<file path="src/rtl/risc32_mem_arbiter_if.sv">
// Bus bundle for the shared instruction/data RAM arbiter:
// fetch port, data port and the single-port RAM port.
interface risc32_mem_arbiter_if #(
  parameter int RAM_AW = 14
) ();

  logic              if_ce_i;
  logic [31:0]       if_addr_i;
  logic [31:0]       if_data_o;
  logic              if_ready_o;

  logic              d_ce_i;
  logic              d_we_i;
  logic [3:0]        d_sel_i;
  logic [31:0]       d_addr_i;
  logic [31:0]       d_wdata_i;
  logic [31:0]       d_rdata_o;
  logic              d_ready_o;

  logic              ram_ce_o;
  logic              ram_we_o;
  logic [3:0]        ram_sel_o;
  logic [RAM_AW-1:0] ram_addr_o;
  logic [31:0]       ram_wdata_o;
  logic [31:0]       ram_rdata_i;

  logic              stall_req_o;

  modport slave (
    input  if_ce_i,
    input  if_addr_i,
    output if_data_o,
    output if_ready_o,
    input  d_ce_i,
    input  d_we_i,
    input  d_sel_i,
    input  d_addr_i,
    input  d_wdata_i,
    output d_rdata_o,
    output d_ready_o,
    output ram_ce_o,
    output ram_we_o,
    output ram_sel_o,
    output ram_addr_o,
    output ram_wdata_o,
    input  ram_rdata_i,
    output stall_req_o
  );

  modport master (
    output if_ce_i,
    output if_addr_i,
    input  if_data_o,
    input  if_ready_o,
    output d_ce_i,
    output d_we_i,
    output d_sel_i,
    output d_addr_i,
    output d_wdata_i,
    input  d_rdata_o,
    input  d_ready_o,
    input  ram_ce_o,
    input  ram_we_o,
    input  ram_sel_o,
    input  ram_addr_o,
    input  ram_wdata_o,
    output ram_rdata_i,
    input  stall_req_o
  );

endinterface

</file>
<file path="src/rtl/risc32_mem_arbiter.sv">
// Fetch/data arbiter for one single-port synchronous RAM.
// Data has priority; a burst counter forces a waiting fetch in.
module risc32_mem_arbiter #(
  parameter int          RAM_AW         = 14,
  parameter logic [31:0] IO_BASE        = 32'h0000_F000,
  parameter int          DATA_BURST_MAX = 4
) (
  input  logic                 clk,
  input  logic                 rst_n,
  risc32_mem_arbiter_if.slave  bus
);

  typedef enum logic [1:0] {
    IDLE,
    ACCESS,
    READ_CAP,
    DONE
  } state_t;

  typedef enum logic [1:0] {
    OWN_NONE,
    OWN_IF,
    OWN_D
  } owner_t;

  state_t            state;
  owner_t            owner;
  logic [3:0]        burst_cnt;
  logic              we_q;

  logic              ram_ce_q;
  logic              ram_we_q;
  logic [3:0]        ram_sel_q;
  logic [RAM_AW-1:0] ram_addr_q;
  logic [31:0]       ram_wdata_q;

  logic [31:0]       if_data_q;
  logic              if_ready_q;
  logic [31:0]       d_rdata_q;
  logic              d_ready_q;

  logic              burst_full;
  logic              d_win;
  logic              f_win;
  logic              d_io;
  logic              unused_addr;

  assign burst_full = (burst_cnt == 4'(DATA_BURST_MAX));
  assign d_win      = bus.d_ce_i & ~(bus.if_ce_i & burst_full);
  assign f_win      = ~d_win & bus.if_ce_i;
  assign d_io       = (bus.d_addr_i >= IO_BASE);

  assign unused_addr = ^{bus.if_addr_i[31:RAM_AW+2],
                         bus.if_addr_i[1:0]};

  always_ff @(posedge clk or negedge rst_n) begin
    if (!rst_n) begin
      state       <= IDLE;
      owner       <= OWN_NONE;
      burst_cnt   <= '0;
      we_q        <= 1'b0;
      ram_ce_q    <= 1'b0;
      ram_we_q    <= 1'b0;
      ram_sel_q   <= '0;
      ram_addr_q  <= '0;
      ram_wdata_q <= '0;
      if_data_q   <= '0;
      if_ready_q  <= 1'b0;
      d_rdata_q   <= '0;
      d_ready_q   <= 1'b0;
    end else begin
      unique case (state)
        IDLE: begin
          // burst_cnt only counts data grants that made a fetch wait
          if (!bus.if_ce_i)
            burst_cnt <= '0;
          else if (d_win && !burst_full)
            burst_cnt <= burst_cnt + 4'd1;
          else if (f_win)
            burst_cnt <= '0;

          unique case (1'b1)
            d_win: begin
              owner <= OWN_D;
              we_q  <= bus.d_we_i;
              if (d_io) begin
                state     <= DONE;
                d_rdata_q <= '0;
                d_ready_q <= 1'b1;
              end else begin
                state       <= ACCESS;
                ram_ce_q    <= 1'b1;
                ram_we_q    <= bus.d_we_i;
                ram_sel_q   <= bus.d_sel_i;
                ram_addr_q  <= bus.d_addr_i[RAM_AW+1:2];
                ram_wdata_q <= bus.d_wdata_i;
              end
            end
            f_win: begin
              owner       <= OWN_IF;
              we_q        <= 1'b0;
              state       <= ACCESS;
              ram_ce_q    <= 1'b1;
              ram_we_q    <= 1'b0;
              ram_sel_q   <= 4'b1111;
              ram_addr_q  <= bus.if_addr_i[RAM_AW+1:2];
              ram_wdata_q <= '0;
            end
            default: ;
          endcase
        end

        ACCESS: begin
          ram_ce_q    <= 1'b0;
          ram_we_q    <= 1'b0;
          ram_sel_q   <= '0;
          ram_addr_q  <= '0;
          ram_wdata_q <= '0;
          if (we_q) begin
            state      <= DONE;
            d_ready_q  <= (owner == OWN_D);
            if_ready_q <= (owner == OWN_IF);
          end else begin
            state <= READ_CAP;
          end
        end

        READ_CAP: begin
          state <= DONE;
          if (owner == OWN_D) begin
            d_rdata_q <= bus.ram_rdata_i;
            d_ready_q <= 1'b1;
          end else begin
            if_data_q  <= bus.ram_rdata_i;
            if_ready_q <= 1'b1;
          end
        end

        DONE: begin
          state      <= IDLE;
          owner      <= OWN_NONE;
          d_ready_q  <= 1'b0;
          if_ready_q <= 1'b0;
        end
      endcase
    end
  end

  assign bus.ram_ce_o    = ram_ce_q;
  assign bus.ram_we_o    = ram_we_q;
  assign bus.ram_sel_o   = ram_sel_q;
  assign bus.ram_addr_o  = ram_addr_q;
  assign bus.ram_wdata_o = ram_wdata_q;
  assign bus.if_data_o   = if_data_q;
  assign bus.if_ready_o  = if_ready_q;
  assign bus.d_rdata_o   = d_rdata_q;
  assign bus.d_ready_o   = d_ready_q;

  assign bus.stall_req_o = (bus.d_ce_i & ~d_ready_q)
                         | (bus.if_ce_i & ~if_ready_q);

endmodule

</file>
<file path="src/flat_wrapper.sv">
// flat-port wrapper written by rule: the top's interface ports become plain ports
module risc32_mem_arbiter_flat 
#(
  parameter int          RAM_AW         = 14,
  parameter logic [31:0] IO_BASE        = 32'h0000_F000,
  parameter int          DATA_BURST_MAX = 4
)
  (clk, rst_n, bus_if_ce_i, bus_if_addr_i, bus_if_data_o, bus_if_ready_o, bus_d_ce_i, bus_d_we_i, bus_d_sel_i, bus_d_addr_i, bus_d_wdata_i, bus_d_rdata_o, bus_d_ready_o, bus_ram_ce_o, bus_ram_we_o, bus_ram_sel_o, bus_ram_addr_o, bus_ram_wdata_o, bus_ram_rdata_i, bus_stall_req_o);
  risc32_mem_arbiter_if #(.RAM_AW(RAM_AW)) bus_i ();
  input  logic clk;
  input  logic rst_n;
  input wire logic [$bits(bus_i.if_ce_i)-1:0] bus_if_ce_i;
  input wire logic [$bits(bus_i.if_addr_i)-1:0] bus_if_addr_i;
  output wire logic [$bits(bus_i.if_data_o)-1:0] bus_if_data_o;
  output wire logic [$bits(bus_i.if_ready_o)-1:0] bus_if_ready_o;
  input wire logic [$bits(bus_i.d_ce_i)-1:0] bus_d_ce_i;
  input wire logic [$bits(bus_i.d_we_i)-1:0] bus_d_we_i;
  input wire logic [$bits(bus_i.d_sel_i)-1:0] bus_d_sel_i;
  input wire logic [$bits(bus_i.d_addr_i)-1:0] bus_d_addr_i;
  input wire logic [$bits(bus_i.d_wdata_i)-1:0] bus_d_wdata_i;
  output wire logic [$bits(bus_i.d_rdata_o)-1:0] bus_d_rdata_o;
  output wire logic [$bits(bus_i.d_ready_o)-1:0] bus_d_ready_o;
  output wire logic [$bits(bus_i.ram_ce_o)-1:0] bus_ram_ce_o;
  output wire logic [$bits(bus_i.ram_we_o)-1:0] bus_ram_we_o;
  output wire logic [$bits(bus_i.ram_sel_o)-1:0] bus_ram_sel_o;
  output wire logic [$bits(bus_i.ram_addr_o)-1:0] bus_ram_addr_o;
  output wire logic [$bits(bus_i.ram_wdata_o)-1:0] bus_ram_wdata_o;
  input wire logic [$bits(bus_i.ram_rdata_i)-1:0] bus_ram_rdata_i;
  output wire logic [$bits(bus_i.stall_req_o)-1:0] bus_stall_req_o;
  assign bus_i.if_ce_i = bus_if_ce_i;
  assign bus_i.if_addr_i = bus_if_addr_i;
  assign bus_if_data_o = bus_i.if_data_o;
  assign bus_if_ready_o = bus_i.if_ready_o;
  assign bus_i.d_ce_i = bus_d_ce_i;
  assign bus_i.d_we_i = bus_d_we_i;
  assign bus_i.d_sel_i = bus_d_sel_i;
  assign bus_i.d_addr_i = bus_d_addr_i;
  assign bus_i.d_wdata_i = bus_d_wdata_i;
  assign bus_d_rdata_o = bus_i.d_rdata_o;
  assign bus_d_ready_o = bus_i.d_ready_o;
  assign bus_ram_ce_o = bus_i.ram_ce_o;
  assign bus_ram_we_o = bus_i.ram_we_o;
  assign bus_ram_sel_o = bus_i.ram_sel_o;
  assign bus_ram_addr_o = bus_i.ram_addr_o;
  assign bus_ram_wdata_o = bus_i.ram_wdata_o;
  assign bus_i.ram_rdata_i = bus_ram_rdata_i;
  assign bus_stall_req_o = bus_i.stall_req_o;
  risc32_mem_arbiter #(.RAM_AW(RAM_AW), .IO_BASE(IO_BASE), .DATA_BURST_MAX(DATA_BURST_MAX)) u_core (.clk(clk), .rst_n(rst_n), .bus(bus_i));
endmodule
</file>
<file path="config.mk">
export PLATFORM = sky130hd
export DESIGN_NAME = risc32_mem_arbiter_flat
export DESIGN_NICKNAME = d
export VERILOG_FILES = /design/src/rtl/risc32_mem_arbiter_if.sv /design/src/rtl/risc32_mem_arbiter.sv /design/src/flat_wrapper.sv
export SDC_FILE = /design/constraint.sdc
export NUM_CORES = 1
export LEC_CHECK = 0
export CAP_MARGIN = 20
export CORE_ASPECT_RATIO = 1.75
export CORE_UTILIZATION = 41
export DETAILED_ROUTE_END_ITERATION = 16
export GPL_TIMING_DRIVEN = 0
export MAX_ROUTING_LAYER = met4
export PLACE_DENSITY = 0.81
export SYNTH_ARGS = -nofsm -noshare
export SYNTH_HDL_FRONTEND = slang
export SYNTH_SLANG_ARGS = --single-unit
</file>
<file path="constraint.sdc">
create_clock -name clk -period 2.8 [get_ports clk]
set_input_delay 0.42 -clock clk [delete_from_list [all_inputs] [get_ports clk]]
set_output_delay 0.42 -clock clk [all_outputs]
set_load 0.1 [all_outputs]
</file>
; Word-level counts from Yosys, hierarchy flattened
; Cells that the tools add are included.
[classes]
addsub = 1
magnitude_cmp = 1
eq_ne = 14
n_mux = 37
bitwise = 11
reduce_logical = 16
[ops]
columns = operator, count
row1 = case mux 32 bit (2 select lines), 3
row2 = 2-to-1 mux 32 bit, 4
row3 = case mux 14 bit (2 select lines), 2
row4 = ">= comparator 32 x 16 -> 1 bit, second input constant", 1
row5 = 2-to-1 mux 4 bit, 4
row6 = case mux 4 bit (2 select lines), 2
row7 = 2-to-1 mux 14 bit, 1
row8 = case mux 2 bit (2 select lines), 3
row9 = case mux 1 bit (2 select lines), 5
row10 = 2-to-1 mux 1 bit, 9
row11 = "!= test 2 x 1 -> 1 bit, second input constant", 4
row12 = case mux 2 bit (4 select lines), 1
row13 = AND reduction 2 bit, 4
row14 = AND reduction 4 bit, 2
row15 = nonzero test 2 bit, 4
row16 = "== test 2 bit, second input constant", 3
row17 = "!= test 3 x 1 -> 1 bit, second input constant", 2
row18 = AND reduction 3 bit, 2
row19 = AND 1 bit, 5
row20 = inverter 1 bit, 5
row21 = "adder 4 x 1 -> 4 bit, second input constant", 1
row22 = "== test 2 x 1 -> 1 bit, second input constant", 2
row23 = "== test 4 x 3 -> 1 bit, second input constant", 1
row24 = case mux 1 bit (4 select lines), 1
row25 = other kinds (9), 9
[totals]
regBits = 127
in_bits = 137
out_inout_bits = 119
wordCells = 93

; Depth between registers and ports, before layout
[logic_depth]
depth_word = 9
ltp_mapped = 10
mapped_depth_nobuf = 7

; Worst setup path after synthesis
; OpenSTA, ideal clock, no wires.
[synth_timing]
kind = reg2out
startpoint = register u_core.if_ready_q, in the netlist u_core.bus.if_ready_o
endpoint = output bus_stall_req_o
arrival_ps = 2377
required_time_ps = 2380
path_slack_ps = 3
stages_incl_launch_ff = 2
path_cell_list = dfrtp_1 -> o22ai_1
[synth_via]
elab_chain_cells = 3
[synth_lines]
columns = element, line
row1 = from (decl), risc32_mem_arbiter.sv:38  ; logic if_ready_q;
row2 = from (signal assigned), risc32_mem_arbiter.sv:122  ; if_ready_q <= (owner == OWN_IF);
row3 = inverter 1 bit, risc32_mem_arbiter.sv:160  ; | (bus.if_ce_i & ~if_ready_q);
row4 = AND 1 bit, risc32_mem_arbiter.sv:160
row5 = OR 1 bit, risc32_mem_arbiter.sv:160
row6 = to (decl), flat_wrapper.sv:29  ; output wire logic [$bits(bus_i.stall_req_o)-1:0] bus_stall_req_o;
; Every way passes these cells.

; Worst setup path in the final report
[layout_timing]
startpoint = input bus_d_ce_i
endpoint = output bus_stall_req_o
[layout_via]
elab_chain_cells = 2
[layout_lines]
columns = element, line
row1 = from (decl), flat_wrapper.sv:16  ; input wire logic [$bits(bus_i.d_ce_i)-1:0] bus_d_ce_i;
row2 = AND 1 bit, risc32_mem_arbiter.sv:159  ; assign bus.stall_req_o = (bus.d_ce_i & ~d_ready_q)
row3 = OR 1 bit, risc32_mem_arbiter.sv:160
; Every way passes these cells.

==> metrics.csv <==
metric,value,unit
Tot GR Track Use,23.6,%
count of buffers from port buffering,235,
number of register bits inferred by synthesis,127,
Die ar.,0.0133,mm^2
Filler cells,950,
GR Util met1,24.1,%
maximum number of pins on one net before global-route repair,67,
Starting DRT DRC Count,168,
total non-filler cell area in the finished layout,0.00844,mm^2
final HPWL from detailed placement,10900,um
iteration count of the initial detailed-routing pass,4,
RSZ-0062 raised after global routing,no,
capturing element type of the critical path,output pin,
standard cell area after detailed placement,0.00786,mm^2
met3 global-route usage,3.86,%
Yosys top cell area share,60.4,%
fraction of final layout cells sized beyond drive strength 1,15.9,%
final antenna diode count,0,
crit path launch type,input pin,
Ys Warns,0,
syn_area_per_cell,14.3,um^2
most common cell in the netlist,sky130_fd_sc_hd__dfrtp_1,
most utilized layer in the global route result,met2,
synth unique cells,47,
vias per std cell,5.23,
leading register cell type out of synthesis,sky130_fd_sc_hd__dfrtp_1,
required arrival time at the worst endpoint,2.38,ns
run status,"finished, violations left",
category of the critical setup timing path,in -> out,
Post-synth EDFFs,0,
area added between synthesis and finish,60.3,%
Clock Sink Count,127,
slew of the pin with the lowest slew margin,1.04,ns
GR Overflow Total,0,
final setup violation count,0,
first-pass GRT wire length,23500,um
fraction of registers with async set/reset,100,%
clock tree from TritonCTS,yes,
Core Region,0.0125,mm^2
Arrival @ worst endpoint,2.16,ns
final layout net count,766,
clock latency on the worst-skew pair,0.41,ns
time the final worst path needs with I/O delays and setup,2.58,ns
Synth Instances,368,
violations in the final reports,negative hold slack,
met2 Usage GRT,42.5,%
"CTS clk-pin slew, worst paths",0.06,ns
Clk Tree Root Cell,sky130_fd_sc_hd__clkbuf_16,
Finished Core Util,67.5,%
max-slew violations,0,
total of hold buffers inserted after clock tree synthesis,0,
number of failing hold endpoints at the final stage,11,
maximum level of the CTS H-tree,4,
post-route worst setup slack,0.220,ns
I/O pin cnt,256,
syn nets,511,
worst hold margin,-0.0244,ns
clock buffer count from CTS,17,
number of max-cap violations,0,
Die Width,87.7,um
antenna violations before repair,0,
total wire length,14400,um
sequential cell area fraction in the yosys report,60.4,%
maximum clock frequency,0.388,GHz
ratio of final minimum period to clock period,92.1,%
routed len/inst,17.9,um
Worst R2R Path Depth,10,
post-route DRC violation count,0,
CTS max path bufs,2,
global placement routability congestion,0.807,
Commonest cells post-synth,"sky130_fd_sc_hd__dfrtp_1 (127), sky130_fd_sc_hd__a22o_1 (66), sky130_fd_sc_hd__mux2_2 (34), sky130_fd_sc_hd__mux2i_1 (15), sky130_fd_sc_hd__buf_6 (12)",
starting density of the core,42.1,%
top cells by area in the synthesized netlist,"sky130_fd_sc_hd__dfrtp_1 (60%), sky130_fd_sc_hd__a22o_1 (11%), sky130_fd_sc_hd__mux2_2 (7.3%), sky130_fd_sc_hd__mux2i_1 (2.9%), sky130_fd_sc_hd__o2bb2ai_2 (2.6%)",
total standard cell area after synthesis,0.00526,mm^2
kind of path behind the tightest hold check,in -> async,
library cell with the largest summed area after synthesis,sky130_fd_sc_hd__dfrtp_1,
total vias in the final route,4206,
critical path peak fanout,5,
count of antenna-violating nets left after detailed routing,0,
height of the die,152,um
Slew headroom,30.3,%
post-place setup slack,-0.0455,ns
post-route clock skew,0.0133,ns
row count,54,
via count of the first global-routing pass,4669,
-- cells in the final DEF, fill, tap and decap left out, types with 3 or more instances in the layout --
cell type,Yosys,final
sky130_fd_sc_hd__nor3_1,3,3
sky130_fd_sc_hd__buf_6,12,13
sky130_fd_sc_hd__clkbuf_16,0,17
sky130_fd_sc_hd__nand3_1,5,5
sky130_fd_sc_hd__dfrtp_1,127,127
sky130_fd_sc_hd__ha_1,6,6
sky130_fd_sc_hd__buf_2,4,4
sky130_fd_sc_hd__a22o_1,66,66
sky130_fd_sc_hd__mux2_2,34,34
sky130_fd_sc_hd__o2bb2ai_1,8,8
sky130_fd_sc_hd__clkinvlp_4,0,5
sky130_fd_sc_hd__nand2_1,5,5
sky130_fd_sc_hd__nor4_1,3,3
sky130_fd_sc_hd__inv_1,8,8
sky130_fd_sc_hd__mux2i_1,15,15
sky130_fd_sc_hd__o21ai_0,6,6
sky130_fd_sc_hd__a21oi_1,6,6
sky130_fd_sc_hd__o2bb2ai_2,9,9
sky130_fd_sc_hd__clkinv_2,0,3
sky130_fd_sc_hd__clkdlybuf4s50_1,0,233
sky130_fd_sc_hd__nor2_1,11,11
sky130_fd_sc_hd__clkbuf_1,4,5
sky130_fd_sc_hd__buf_1,3,3
-- through the flow --
step | setup TNS [ns] | cells
finish | 0 | 804
global route | 0 | 804
CTS | 0 | 804
detailed placement | -0.0455 | 772
global placement | -432.83 | 771
floorplan | 0 | 368
-- critical path: stages --
cell and delay, ns:
sky130_fd_sc_hd__clkdlybuf4s50_1 0.53, sky130_fd_sc_hd__inv_1 0.12, sky130_fd_sc_hd__o22ai_1 0.17, sky130_fd_sc_hd__dlygate4sd2_1 0.91
-- repair_timing --
item,CTS,global route
endpoints found under the setup margin,1,0
setup buffers,0,0
resized for setup,1,0
-- metal layers --
metal | part of all wire [%] | wire (um)
met3 | 4.3 | 613
met4 | 3.6 | 512
met2 | 56 | 8100
met1 | 36 | 5190
met5 | 0 | 0
-- worst paths after layout --
check / start / to / slack [ns]
worst min-delay path: rst_n / u_core.bus.ram_sel_o[3]$_DFFE_PN0P_ / -0.02
min in group clk: u_core.bus.ram_addr_o[6]$_DFFE_PN0P_ / u_core.bus.ram_addr_o[6]$_DFFE_PN0P_ / 0.49
worst max register to register: u_core.state[0]$_DFFE_PN0P_ / u_core.bus.d_rdata_o[5]$_DFFE_PN0P_ / 0.24
worst max-delay path: bus_d_ce_i / bus_stall_req_o / 0.22
worst min register to register: u_core.bus.ram_addr_o[6]$_DFFE_PN0P_ / u_core.bus.ram_addr_o[6]$_DFFE_PN0P_ / 0.49
max in group asynchronous: rst_n / u_core.bus.if_data_o[4]$_DFFE_PN0P_ / 2.09
-- cell families (layout without fill, tap and decap cells) --
kind of cell	count (synthesis)	in the layout	synth area share, %
mux	49	49	10.1
compound gates	109	109	18.7
buf+inv	33	301	4.54
fa+ha+maj	6	6	1.43
flops	127	127	60.4
simple gates	44	44	4.87
-- layout make-up --
cell class | instances | area (um^2) | share of cell area, %
plain buffers | 25 | 209 | 2.48
well taps | 168 | 210 | 2.49
clock buffers | 19 | 443 | 5.25
clock inverters | 13 | 139 | 1.65
multi-input cells | 208 | 1850 | 21.9
repair buffers | 236 | 2380 | 28.2
flip-flops and latches | 127 | 3180 | 37.7
inverters | 8 | 30.0 | 0.356
-- sequential cells by signal, summed over array words and instances, names as in the netlist --
name and count:
u_core.bus.ram_wdata_o 32, u_core.owner 2, u_core.bus.ram_sel_o 4, u_core.bus.ram_we_o 1, u_core.bus.ram_addr_o 14, u_core.burst_cnt 4, u_core.we_q 1, u_core.bus.d_ready_o 1
u_core.bus.if_ready_o 1, u_core.bus.d_rdata_o 32, u_core.bus.if_data_o 32, u_core.bus.ram_ce_o 1, u_core.state 2
Power is not shown: default switching activity piles up to over one toggle a cycle in this logic, so the estimate is an artifact.
